## src/rtl/instr_queue_if.sv

```systemverilog
// Fetch/decode handshake bundle for instr_queue.
// master = fetch + decode side (drives requests), slave = the queue itself.
interface instr_queue_if #(
  parameter int DEPTH       = 4,
  parameter int FETCH_WIDTH = 2,
  parameter int ISSUE_WIDTH = 1,
  parameter int ISA_SIZE    = 32,
  parameter int ADDR_SIZE   = 64
);
  logic                                  flush_i;
  logic                                  fetch_valid_i;
  logic                                  fetch_ready_o;
  logic [$clog2(FETCH_WIDTH+1)-1:0]      fetch_cnt_i;
  logic [FETCH_WIDTH*ISA_SIZE-1:0]       fetch_instr_i;
  logic [ADDR_SIZE-1:0]                  fetch_pc_i;
  logic [ISSUE_WIDTH-1:0]                issue_valid_o;
  logic [ISSUE_WIDTH*ISA_SIZE-1:0]       issue_instr_o;
  logic [ISSUE_WIDTH*ADDR_SIZE-1:0]      issue_pc_o;
  logic [$clog2(ISSUE_WIDTH+1)-1:0]      issue_take_i;
  logic [$clog2(DEPTH+1)-1:0]            count_o;

  modport master (
    output flush_i, fetch_valid_i, fetch_cnt_i, fetch_instr_i, fetch_pc_i, issue_take_i,
    input  fetch_ready_o, issue_valid_o, issue_instr_o, issue_pc_o, count_o
  );

  modport slave (
    input  flush_i, fetch_valid_i, fetch_cnt_i, fetch_instr_i, fetch_pc_i, issue_take_i,
    output fetch_ready_o, issue_valid_o, issue_instr_o, issue_pc_o, count_o
  );
endinterface

```

## src/rtl/instr_queue.sv

```systemverilog
// Circular instruction queue between fetch and decode: multi-push, multi-pop, flush.
// Optional same-cycle bypass of an empty queue is enabled by defining IQUEUE_BYPASS_EN.
module instr_queue #(
  parameter int DEPTH       = 4,
  parameter int FETCH_WIDTH = 2,
  parameter int ISSUE_WIDTH = 1,
  parameter int ISA_SIZE    = 32,
  parameter int ADDR_SIZE   = 64
) (
  input logic          clk_i,
  input logic          rstn_i,
  instr_queue_if.slave bus
);
  localparam int PW  = $clog2(DEPTH);
  localparam int CW  = $clog2(DEPTH+1);
  localparam int FCW = $clog2(FETCH_WIDTH+1);

  logic [ISA_SIZE-1:0]  mem_instr [DEPTH];
  logic [ADDR_SIZE-1:0] mem_pc    [DEPTH];

  logic [PW-1:0] rd_ptr;
  logic [PW-1:0] wr_ptr;
  logic [CW-1:0] count;

  logic          ready;
  logic          push_ok;
  logic          bypass;
  logic [CW-1:0] push_n;
  logic [CW-1:0] avail;
  logic [CW-1:0] lim;
  logic [CW-1:0] pop_n;
  logic [CW-1:0] skip_n;

  // Ready depends only on registered occupancy, so a same-cycle pop never raises it.
  always_comb begin
    ready   = (count <= CW'(DEPTH - FETCH_WIDTH));
    push_ok = bus.fetch_valid_i && ready && !bus.flush_i;
    push_n  = '0;
    if (push_ok) begin
      push_n = (bus.fetch_cnt_i > FCW'(FETCH_WIDTH)) ? CW'(FETCH_WIDTH) : CW'(bus.fetch_cnt_i);
    end
`ifdef IQUEUE_BYPASS_EN
    bypass = push_ok && (count == '0);
    avail  = bypass ? push_n : count;
`else
    bypass = 1'b0;
    avail  = count;
`endif
    lim    = (avail > CW'(ISSUE_WIDTH)) ? CW'(ISSUE_WIDTH) : avail;
    pop_n  = (CW'(bus.issue_take_i) > lim) ? lim : CW'(bus.issue_take_i);
    skip_n = bypass ? pop_n : '0;
  end

`ifdef IQUEUE_BYPASS_EN
  localparam int MW  = (FETCH_WIDTH > ISSUE_WIDTH) ? FETCH_WIDTH : ISSUE_WIDTH;
  localparam int FPW = MW * ISA_SIZE;
  logic [FPW-1:0] fetch_pad;
  assign fetch_pad = FPW'(bus.fetch_instr_i);
`endif

  always_comb begin
    bus.issue_valid_o = '0;
    bus.issue_instr_o = '0;
    bus.issue_pc_o    = '0;
    for (int j = 0; j < ISSUE_WIDTH; j++) begin
      bus.issue_valid_o[j]                          = (CW'(j) < avail);
      bus.issue_instr_o[j*ISA_SIZE +: ISA_SIZE]     = mem_instr[rd_ptr + PW'(j)];
      bus.issue_pc_o[j*ADDR_SIZE +: ADDR_SIZE]      = mem_pc[rd_ptr + PW'(j)];
`ifdef IQUEUE_BYPASS_EN
      if (bypass) begin
        bus.issue_instr_o[j*ISA_SIZE +: ISA_SIZE]   = fetch_pad[j*ISA_SIZE +: ISA_SIZE];
        bus.issue_pc_o[j*ADDR_SIZE +: ADDR_SIZE]    = bus.fetch_pc_i + ADDR_SIZE'(4*j);
      end
`endif
    end
  end

  assign bus.fetch_ready_o = ready;
  assign bus.count_o       = count;

  // Slots already consumed through the bypass are skipped; the rest pack from wr_ptr.
  always_ff @(posedge clk_i) begin
    for (int k = 0; k < FETCH_WIDTH; k++) begin
      if ((CW'(k) >= skip_n) && (CW'(k) < push_n)) begin
        mem_instr[wr_ptr + PW'(k) - PW'(skip_n)] <= bus.fetch_instr_i[k*ISA_SIZE +: ISA_SIZE];
        mem_pc[wr_ptr + PW'(k) - PW'(skip_n)]    <= bus.fetch_pc_i + ADDR_SIZE'(4*k);
      end
    end
  end

  always_ff @(posedge clk_i or negedge rstn_i) begin
    if (!rstn_i) begin
      rd_ptr <= '0;
      wr_ptr <= '0;
      count  <= '0;
    end else if (bus.flush_i) begin
      rd_ptr <= '0;
      wr_ptr <= '0;
      count  <= '0;
    end else begin
      rd_ptr <= rd_ptr + (bypass ? PW'(0) : PW'(pop_n));
      wr_ptr <= wr_ptr + PW'(push_n - skip_n);
      count  <= count + push_n - pop_n;
    end
  end

  count_bound: assert property (@(posedge clk_i) disable iff (!rstn_i) count <= CW'(DEPTH));

endmodule

```

## src/flat_wrapper.sv

```systemverilog
// flat-port wrapper written by rule: the top's interface ports become plain ports
module instr_queue_flat 
#(
  parameter int DEPTH       = 4,
  parameter int FETCH_WIDTH = 2,
  parameter int ISSUE_WIDTH = 1,
  parameter int ISA_SIZE    = 32,
  parameter int ADDR_SIZE   = 64
)
  (clk_i, rstn_i, bus_flush_i, bus_fetch_valid_i, bus_fetch_cnt_i, bus_fetch_instr_i, bus_fetch_pc_i, bus_issue_take_i, bus_fetch_ready_o, bus_issue_valid_o, bus_issue_instr_o, bus_issue_pc_o, bus_count_o);
  instr_queue_if #(.DEPTH(DEPTH), .FETCH_WIDTH(FETCH_WIDTH), .ISSUE_WIDTH(ISSUE_WIDTH), .ISA_SIZE(ISA_SIZE), .ADDR_SIZE(ADDR_SIZE)) bus_i ();
  input logic clk_i;
  input logic rstn_i;
  input wire logic [$bits(bus_i.flush_i)-1:0] bus_flush_i;
  input wire logic [$bits(bus_i.fetch_valid_i)-1:0] bus_fetch_valid_i;
  input wire logic [$bits(bus_i.fetch_cnt_i)-1:0] bus_fetch_cnt_i;
  input wire logic [$bits(bus_i.fetch_instr_i)-1:0] bus_fetch_instr_i;
  input wire logic [$bits(bus_i.fetch_pc_i)-1:0] bus_fetch_pc_i;
  input wire logic [$bits(bus_i.issue_take_i)-1:0] bus_issue_take_i;
  output wire logic [$bits(bus_i.fetch_ready_o)-1:0] bus_fetch_ready_o;
  output wire logic [$bits(bus_i.issue_valid_o)-1:0] bus_issue_valid_o;
  output wire logic [$bits(bus_i.issue_instr_o)-1:0] bus_issue_instr_o;
  output wire logic [$bits(bus_i.issue_pc_o)-1:0] bus_issue_pc_o;
  output wire logic [$bits(bus_i.count_o)-1:0] bus_count_o;
  assign bus_i.flush_i = bus_flush_i;
  assign bus_i.fetch_valid_i = bus_fetch_valid_i;
  assign bus_i.fetch_cnt_i = bus_fetch_cnt_i;
  assign bus_i.fetch_instr_i = bus_fetch_instr_i;
  assign bus_i.fetch_pc_i = bus_fetch_pc_i;
  assign bus_i.issue_take_i = bus_issue_take_i;
  assign bus_fetch_ready_o = bus_i.fetch_ready_o;
  assign bus_issue_valid_o = bus_i.issue_valid_o;
  assign bus_issue_instr_o = bus_i.issue_instr_o;
  assign bus_issue_pc_o = bus_i.issue_pc_o;
  assign bus_count_o = bus_i.count_o;
  instr_queue #(.DEPTH(DEPTH), .FETCH_WIDTH(FETCH_WIDTH), .ISSUE_WIDTH(ISSUE_WIDTH), .ISA_SIZE(ISA_SIZE), .ADDR_SIZE(ADDR_SIZE)) u_core (.clk_i(clk_i), .rstn_i(rstn_i), .bus(bus_i));
endmodule
```

## config.mk

```make
export PLATFORM = sky130hd
export DESIGN_NAME = instr_queue_flat
export DESIGN_NICKNAME = d
export VERILOG_FILES = /design/src/rtl/instr_queue_if.sv /design/src/rtl/instr_queue.sv /design/src/flat_wrapper.sv
export SDC_FILE = /design/constraint.sdc
export NUM_CORES = 1
export LEC_CHECK = 0
export ABC_CLOCK_PERIOD_IN_PS = 24900
export CAP_MARGIN = 20
export CELL_PAD_IN_SITES_DETAIL_PLACEMENT = 0
export CELL_PAD_IN_SITES_GLOBAL_PLACEMENT = 1
export CORE_AREA = 2 2 208 210
export CTS_BUF_LIST = sky130_fd_sc_hd__clkbuf_4 sky130_fd_sc_hd__clkbuf_8 sky130_fd_sc_hd__clkbuf_16
export CTS_CLUSTER_SIZE = 28
export DETAILED_ROUTE_END_ITERATION = 10
export DIE_AREA = 0 0 210 212
export GPL_TIMING_DRIVEN = 0
export PLACE_DENSITY = 0.87
export SLEW_MARGIN = 20
export SYNTH_ARGS = -nofsm -noshare
export SYNTH_HDL_FRONTEND = slang
export SYNTH_SLANG_ARGS = --single-unit
export TNS_END_PERCENT = 100
```

## constraint.sdc

```tcl
create_clock -name clk_i -period 24.9 [get_ports clk_i]
set_input_delay 6.225 -clock clk_i [delete_from_list [all_inputs] [get_ports clk_i]]
set_output_delay 6.225 -clock clk_i [all_outputs]
set_load 0.005 [all_outputs]
```

==> run summary, run 1 <==
WP data arrival - 3.64 ns
Total track usage - 26.4%
Sequential share of the synthesized area - 57.4%
Share of post-route cells with drive strength above 1 - 12.7%
Worst r2r path cells - 8
RR Endpoint - u_core.mem_instr[2][2]$_DFFE_PP_
IO Pins - 236
Detailed-route vias per instance - 5.67
Fin. Hold Viols - 0
Hold endpoint - u_core.rd_ptr[0]$_DFF_PN0_
Area grow syn2layout - 22.2%
Avg WL per Cell - 23.0 microns
M1 WL - 23.3 mm
Drt first-iter violations - 1374
Area of the core - 0.0425 sq mm
Max_slew headroom - 28.3%
Worst-path maximum fanout - 10
Setup Buffers After CTS - 0
Lkg Pwr - 8.65 nW
Die extent in y - 212 microns
Grt ovf - 0
Cts hold-fix bufs - 0
Synth warn - 0
Initial Utilization - 48.0%
Die Area - 0.0445 sq mm
Fmax - 0.101 GHz
Post-route setup slack - 15.03 ns
Max VDD drop - 0.0622 mV
Clock Latency Late Sink - 0.56 ns
Seq pwr share - 39.6%
Mapped cell area - 0.0204 sq mm
Sw frac - 26.3%
Max-slew violations - 0
Internal power - 1.44 mW
Reg2reg setup slack - 20.92 ns
CTS tree - built
Met3 WL - 4.61 mm
Post-synth EDFFs - 384
PostCTS Resize Cnt - 0
Routability cong. - 0.847
Reg2reg start - u_core.bus.count_o[1]$_DFF_PN0_
Clock root buffer - clkbuf_16
Overall die width - 210 microns
FF+latch count, synth - 391
TritonRoute pass-1 iters - 5
DR DRC count - 0
Aggregate routed wire length - 58.4 mm
Htree depth - 2
CTS Buf Count - 44
Tmin final - 9.87 ns
Worst hold path depth - 2
Area occupied by multi-input gates - 0.00810 sq mm
PD cells - 78.5 mW/mm^2
Max-Cap Viols - 0
Layout fillers - 3319
Initial antenna violation count - 13
Yosys top cell by area - edfxtp_1
Largest net degree at the start of global routing - 23
Min-delay worst type - flop to flop
Area share of the largest cell type after synthesis - 56.5%
First-pass GRT wire length - 86.8 mm
Antenna-violating nets left - 0
Final Skew - 0.0132 ns
Top post-synthesis cells by area - edfxtp_1, mux4_2, nand2_1, xnor2_1, xor2_1
Worst-case clock buffer depth - 3
NumNets Final - 2098
Setup TNS - 0 ns
Final period util - 39.6%
Sw power - 0.514 mW
Asr flop ratio synth - 1.79%
CP startpoint kind - flop
Hold WS - 0.632 ns
Register area - 0.0117 sq mm
Syn_area_per_cell - 12.0 sq um
Worst hold start - u_core.rd_ptr[0]$_DFF_PN0_
Status - complete, no violations
CP required - 18.67 ns
Worst-Margin Slew - 1.08 ns
Cells after Synth - 1702
Combinational share of power - 26.9%
Netlist cell types - 45
CTS sink cnt - 391
Number of global-route vias before repair - 14400
Finish-stage setup viols - 0
Overall power - 1.96 mW
Ys flop type - edfxtp_1
Crit path from - u_core.rd_ptr[0]$_DFF_PN0_
Routed vias - 14400
Clk pwr share - 33.6%
RSZ-0062 raised after global routing - no
WS Path Type - flop to output pin
Pre-CTS setup slack - 14.59 ns
Highest metal used - met5
Clk pin slew, worst setup/hold paths - 0.05 ns
Met2 wire len - 28.6 mm
Port buffer count - 179
Rows - 76
Post-DP HPWL - 40.5 mm
CP endpoint kind - output pin
Syn nets - 1845
stage by stage:
step / instances / cell area (sq um) / utilization (%)
2_1_floorplan: 1702 / 20400 / -
3_3_place_gp: 2427 / 22900 / 53.8
3_5_place_dp: 2453 / 23500 / 55.2
4_1_cts: 2529 / 24900 / 58.5
5_1_grt: 2535 / 24900 / 58.6
6_report: 2536 / 24900 / 58.7
placed cells by master (no fill, tap or decap), types with 6 or more instances in the layout:
| cell | instances |
|---|---|
| nor4_1 | 11 |
| nor4_4 | 6 |
| buf_8 | 6 |
| ha_1 | 6 |
| buf_2 | 32 |
| buf_1 | 24 |
| nor2_1 | 79 |
| clkinv_1 | 9 |
| and3_1 | 18 |
| inv_1 | 10 |
| mux4_2 | 96 |
| dfrtp_1 | 7 |
| clkdlybuf4s50_1 | 179 |
| xnor2_1 | 155 |
| nor3_1 | 36 |
| clkbuf_4 | 12 |
| nand3_1 | 54 |
| buf_6 | 10 |
| buf_16 | 11 |
| clkbuf_1 | 78 |
| xor2_1 | 94 |
| and4_1 | 7 |
| and2_1 | 8 |
| nand4_1 | 22 |
| edfxtp_1 | 384 |
| clkbuf_16 | 45 |
| nand2_1 | 522 |
power by group through the flow:
stage	logic [mW]	registers [mW]	clock network (mW)
2_1_floorplan	0.261	0.792	0
3_3_place_gp	0.509	0.802	0
3_5_place_dp	0.525	0.788	0
4_1_cts	0.529	0.774	0.660
5_1_grt	0.562	0.777	0.685
6_report	0.526	0.774	0.657
logic make-up after synthesis:
family	count (synthesis)	synth area share (%)
XOR/XNOR	249	10.7
buffers and inverters	151	3.16
AND/OR/NAND/NOR	800	17.4
flip-flops	391	57.4
other	1	0.0184
multiplexers	96	10.6
adder cells (fa/ha/maj)	8	0.564
AO/OA/AOI/OAI	6	0.166
worst max path at each step:
stage / slack (ns) / cells after the start / to
after floorplan: 10.42 / 5 / u_core.mem_instr[0][0]$_DFFE_PP_
after global placement: 3.27 / 6 / u_core.mem_instr[0][9]$_DFFE_PP_
after detailed placement: 14.59 / 10 / u_core.mem_instr[2][3]$_DFFE_PP_
after CTS: 14.99 / 5 / bus_issue_instr_o[12]
after global routing: 14.85 / 5 / bus_issue_instr_o[12]
final: 15.03 / 5 / bus_issue_instr_o[22]
synth_stat cells, types with 2 or more instances:
cell        n
nand2_1   522
edfxtp_1  384
xnor2_1   155
mux4_2     96
xor2_1     94
nor2_1     80
clkbuf_1   78
nand3_1    54
nor3_1     36
buf_2      32
buf_1      24
nand4_1    22
and3_1     18
nor4_1     12
inv_1      10
and2_1      8
and4_1      7
dfrtp_1     7
ha_1        6
nor2b_1     5
nor4_4      5
buf_6       4
nand2b_1    4
nor3b_1     4
nor3_2      3
o21ai_0     3
or2_2       3
or3_1       3
buf_4       2
fa_1        2
nand4_2     2
nor4b_1     2
nor4bb_1    2
or4_1       2
critical path: stages (launching register included):
cell             delay (ns)
dfrtp_1                0.35
clkbuf_1               0.45
buf_2                  0.43
buf_1                  0.73
mux4_2                 0.63
clkdlybuf4s50_1        0.47
state kept, by name, indices dropped and copies added (netlist names):
signal	count
u_core.mem_pc	256
u_core.mem_instr	128
u_core.wr_ptr	2
u_core.rd_ptr	2
u_core.bus.count_o	3
cell type report:
cell class | count | share of cell area [%]
sequential | 391 | 47.0
multi-input combinational | 1160 | 32.5
timing repair buffer | 207 | 9.44
clock buffer | 57 | 4.88
tap | 546 | 2.74
buffer | 141 | 2.44
clock inverter | 19 | 0.848
inverter | 10 | 0.151
antenna | 5 | 0.0502
routing by layer:
layer	track usage, %	up-vias
met1	34.5	7113
met2	44.1	657
met3	5.30	136
met4	9.90	16
li1	-	6456
met5	0	-
No activity file was read; power rests on OpenSTA's default activity.
==> inputs of run 2 (changes only) <==
- ABC_CLOCK_PERIOD_IN_PS: 24900 -> 8700
- CORE_AREA: 2 2 208 210 -> 2 2 227 229
- DIE_AREA: 0 0 210 212 -> 0 0 229 231
- PLACE_DENSITY: 0.87 -> 0.78
- clock period: 24.9 -> 8.7 ns (I/O delays scaled with it)
==> run summary, run 2 (synthesis gave the netlist of run 1 again) <==
Tmin final - 5.97 ns
Combinational share of power - 27.3%
WS Path Type - flop to output pin
Internal power - 4.06 mW
CP required - 6.53 ns
Register area - 0.0117 sq mm
Grt ovf - 0
Antenna-violating nets left - 0
DR DRC count - 0
IO Pins - 236
Area grow syn2layout - 22.8%
Setup TNS - 0 ns
Port buffer count - 179
Rows - 83
Final period util - 68.6%
Largest net degree at the start of global routing - 21
Min-delay worst type - flop to flop
Clock Latency Late Sink - 0.58 ns
Sw power - 1.50 mW
Total track usage - 22.7%
CTS tree - built
Setup Buffers After CTS - 0
Commonest non-fill, non-tap cell in the layout - nand2_1
Final instance area - 0.0251 sq mm
Hold endpoint - u_core.rd_ptr[0]$_DFF_PN0_
CP startpoint kind - flop
PD cells - 222 mW/mm^2
Initial Utilization - 40.3%
Cts hold-fix bufs - 0
Worst hold start - u_core.rd_ptr[0]$_DFF_PN0_
CTS Buf Count - 44
Most frequent cells in the layout - nand2_1, edfxtp_1, clkdlybuf4s50_1
Layout fillers - 4527
CP endpoint kind - output pin
Worst-Margin Slew - 1.08 ns
Clock root buffer - clkbuf_16
Die Area - 0.0529 sq mm
Max-Cap Viols - 0
Routed vias - 14300
Status - complete, no violations
Htree depth - 2
Post-route setup slack - 2.73 ns
Largest register FFs - 256
Share of post-route cells with drive strength above 1 - 12.6%
Reg2reg setup slack - 4.80 ns
Post-DP HPWL - 42.6 mm
Die extent in y - 231 microns
Overall die width - 229 microns
Avg WL per Cell - 22.7 microns
Clk pin slew, worst setup/hold paths - 0.05 ns
Area occupied by multi-input gates - 0.00809 sq mm
Final Skew - 0.0131 ns
Worst hold path depth - 2
TritonRoute pass-1 iters - 6
Seq pwr share - 39.9%
Number of global-route vias before repair - 14300
CTS sink cnt - 391
NumNets Final - 2098
Reg2reg start - u_core.bus.count_o[1]$_DFF_PN0_
Detailed-route vias per instance - 5.36
Worst r2r path cells - 8
Area of the core - 0.0507 sq mm
Max VDD drop - 0.129 mV
Fin. Hold Viols - 0
Max-slew violations - 0
Aggregate routed wire length - 60.4 mm
Max_slew headroom - 27.5%
First-pass GRT wire length - 89.3 mm
RSZ-0062 raised after global routing - no
WP data arrival - 3.79 ns
PostCTS Resize Cnt - 0
Finish-stage setup viols - 0
Worst-case clock buffer depth - 3
Largest Register - u_core.mem_pc
Area after DPL - 0.0237 sq mm
Sw frac - 27.0%
RR Endpoint - u_core.mem_instr[2][15]$_DFFE_PP_
Drt first-iter violations - 1339
Clk pwr share - 32.8%
Worst-path maximum fanout - 10
Routability cong. - 0.826
Initial antenna violation count - 9
Util after Layout - 49.4%
Lkg Pwr - 8.61 nW
Fmax - 0.168 GHz
Pre-CTS setup slack - 2.45 ns
run 2: worst max-delay path by stage:
stage	startpoint	end	slack, ns	depth (start not counted)
detailed placement	bus_flush_i	u_core.mem_instr[2][20]$_DFFE_PP_	2.45	10
CTS	u_core.rd_ptr[0]$_DFF_PN0_	bus_issue_instr_o[1]	2.61	5
floorplan	bus_fetch_valid_i	u_core.mem_instr[3][0]$_DFFE_PP_	1.02	6
finish	u_core.rd_ptr[0]$_DFF_PN0_	bus_issue_instr_o[1]	2.73	5
global route	u_core.rd_ptr[0]$_DFF_PN0_	bus_issue_instr_o[1]	2.53	5
global placement	bus_flush_i	u_core.mem_instr[3][20]$_DFFE_PP_	-4.23	7
run 2: worst max-delay path: stages (launching register included):
cell             delay (ns)
dfrtp_1                0.35
clkbuf_1               0.51
buf_2                  0.48
buf_1                  0.73
mux4_2                 0.63
clkdlybuf4s50_1        0.51
run 2: cell type report:
cell class	count	area share (%)
repair buffers	207	9.45
plain buffers	141	2.43
well taps	680	3.40
clock buffers	55	4.79
clock inverters	20	0.724
flip-flops and latches	391	46.7
inverters	10	0.150
diodes	4	0.0400
multi-input cells	1160	32.3
run 2: power by group through the flow:
| stage | clock, mW | combinational (mW) | sequential (mW) |
|---|---|---|---|
| after global routing | 1.92 | 1.62 | 2.22 |
| after global placement | 0 | 1.48 | 2.29 |
| after floorplan | 0 | 0.747 | 2.26 |
| final | 1.82 | 1.51 | 2.22 |
| after CTS | 1.84 | 1.54 | 2.22 |
| after detailed placement | 0 | 1.53 | 2.26 |
run 2: layer usage:
metal  global-route usage [%]  up-vias  routed length, microns
li1                         -     6458                       -
met5                        0        -                      51
met3                     4.55      100                    5000
met2                     38.7      645                   30100
met4                     6.68       10                    1390
met1                     29.4     7085                   23900
run 2: through the flow:
stage / power, mW / hold slack (ns) / instances
after floorplan: 3.01 / 0.583 / 1702
after global placement: 3.77 / 0.604 / 2561
after detailed placement: 3.79 / 0.655 / 2589
after CTS: 5.60 / 0.674 / 2664
after global routing: 5.76 / 0.735 / 2664
final: 5.55 / 0.663 / 2668
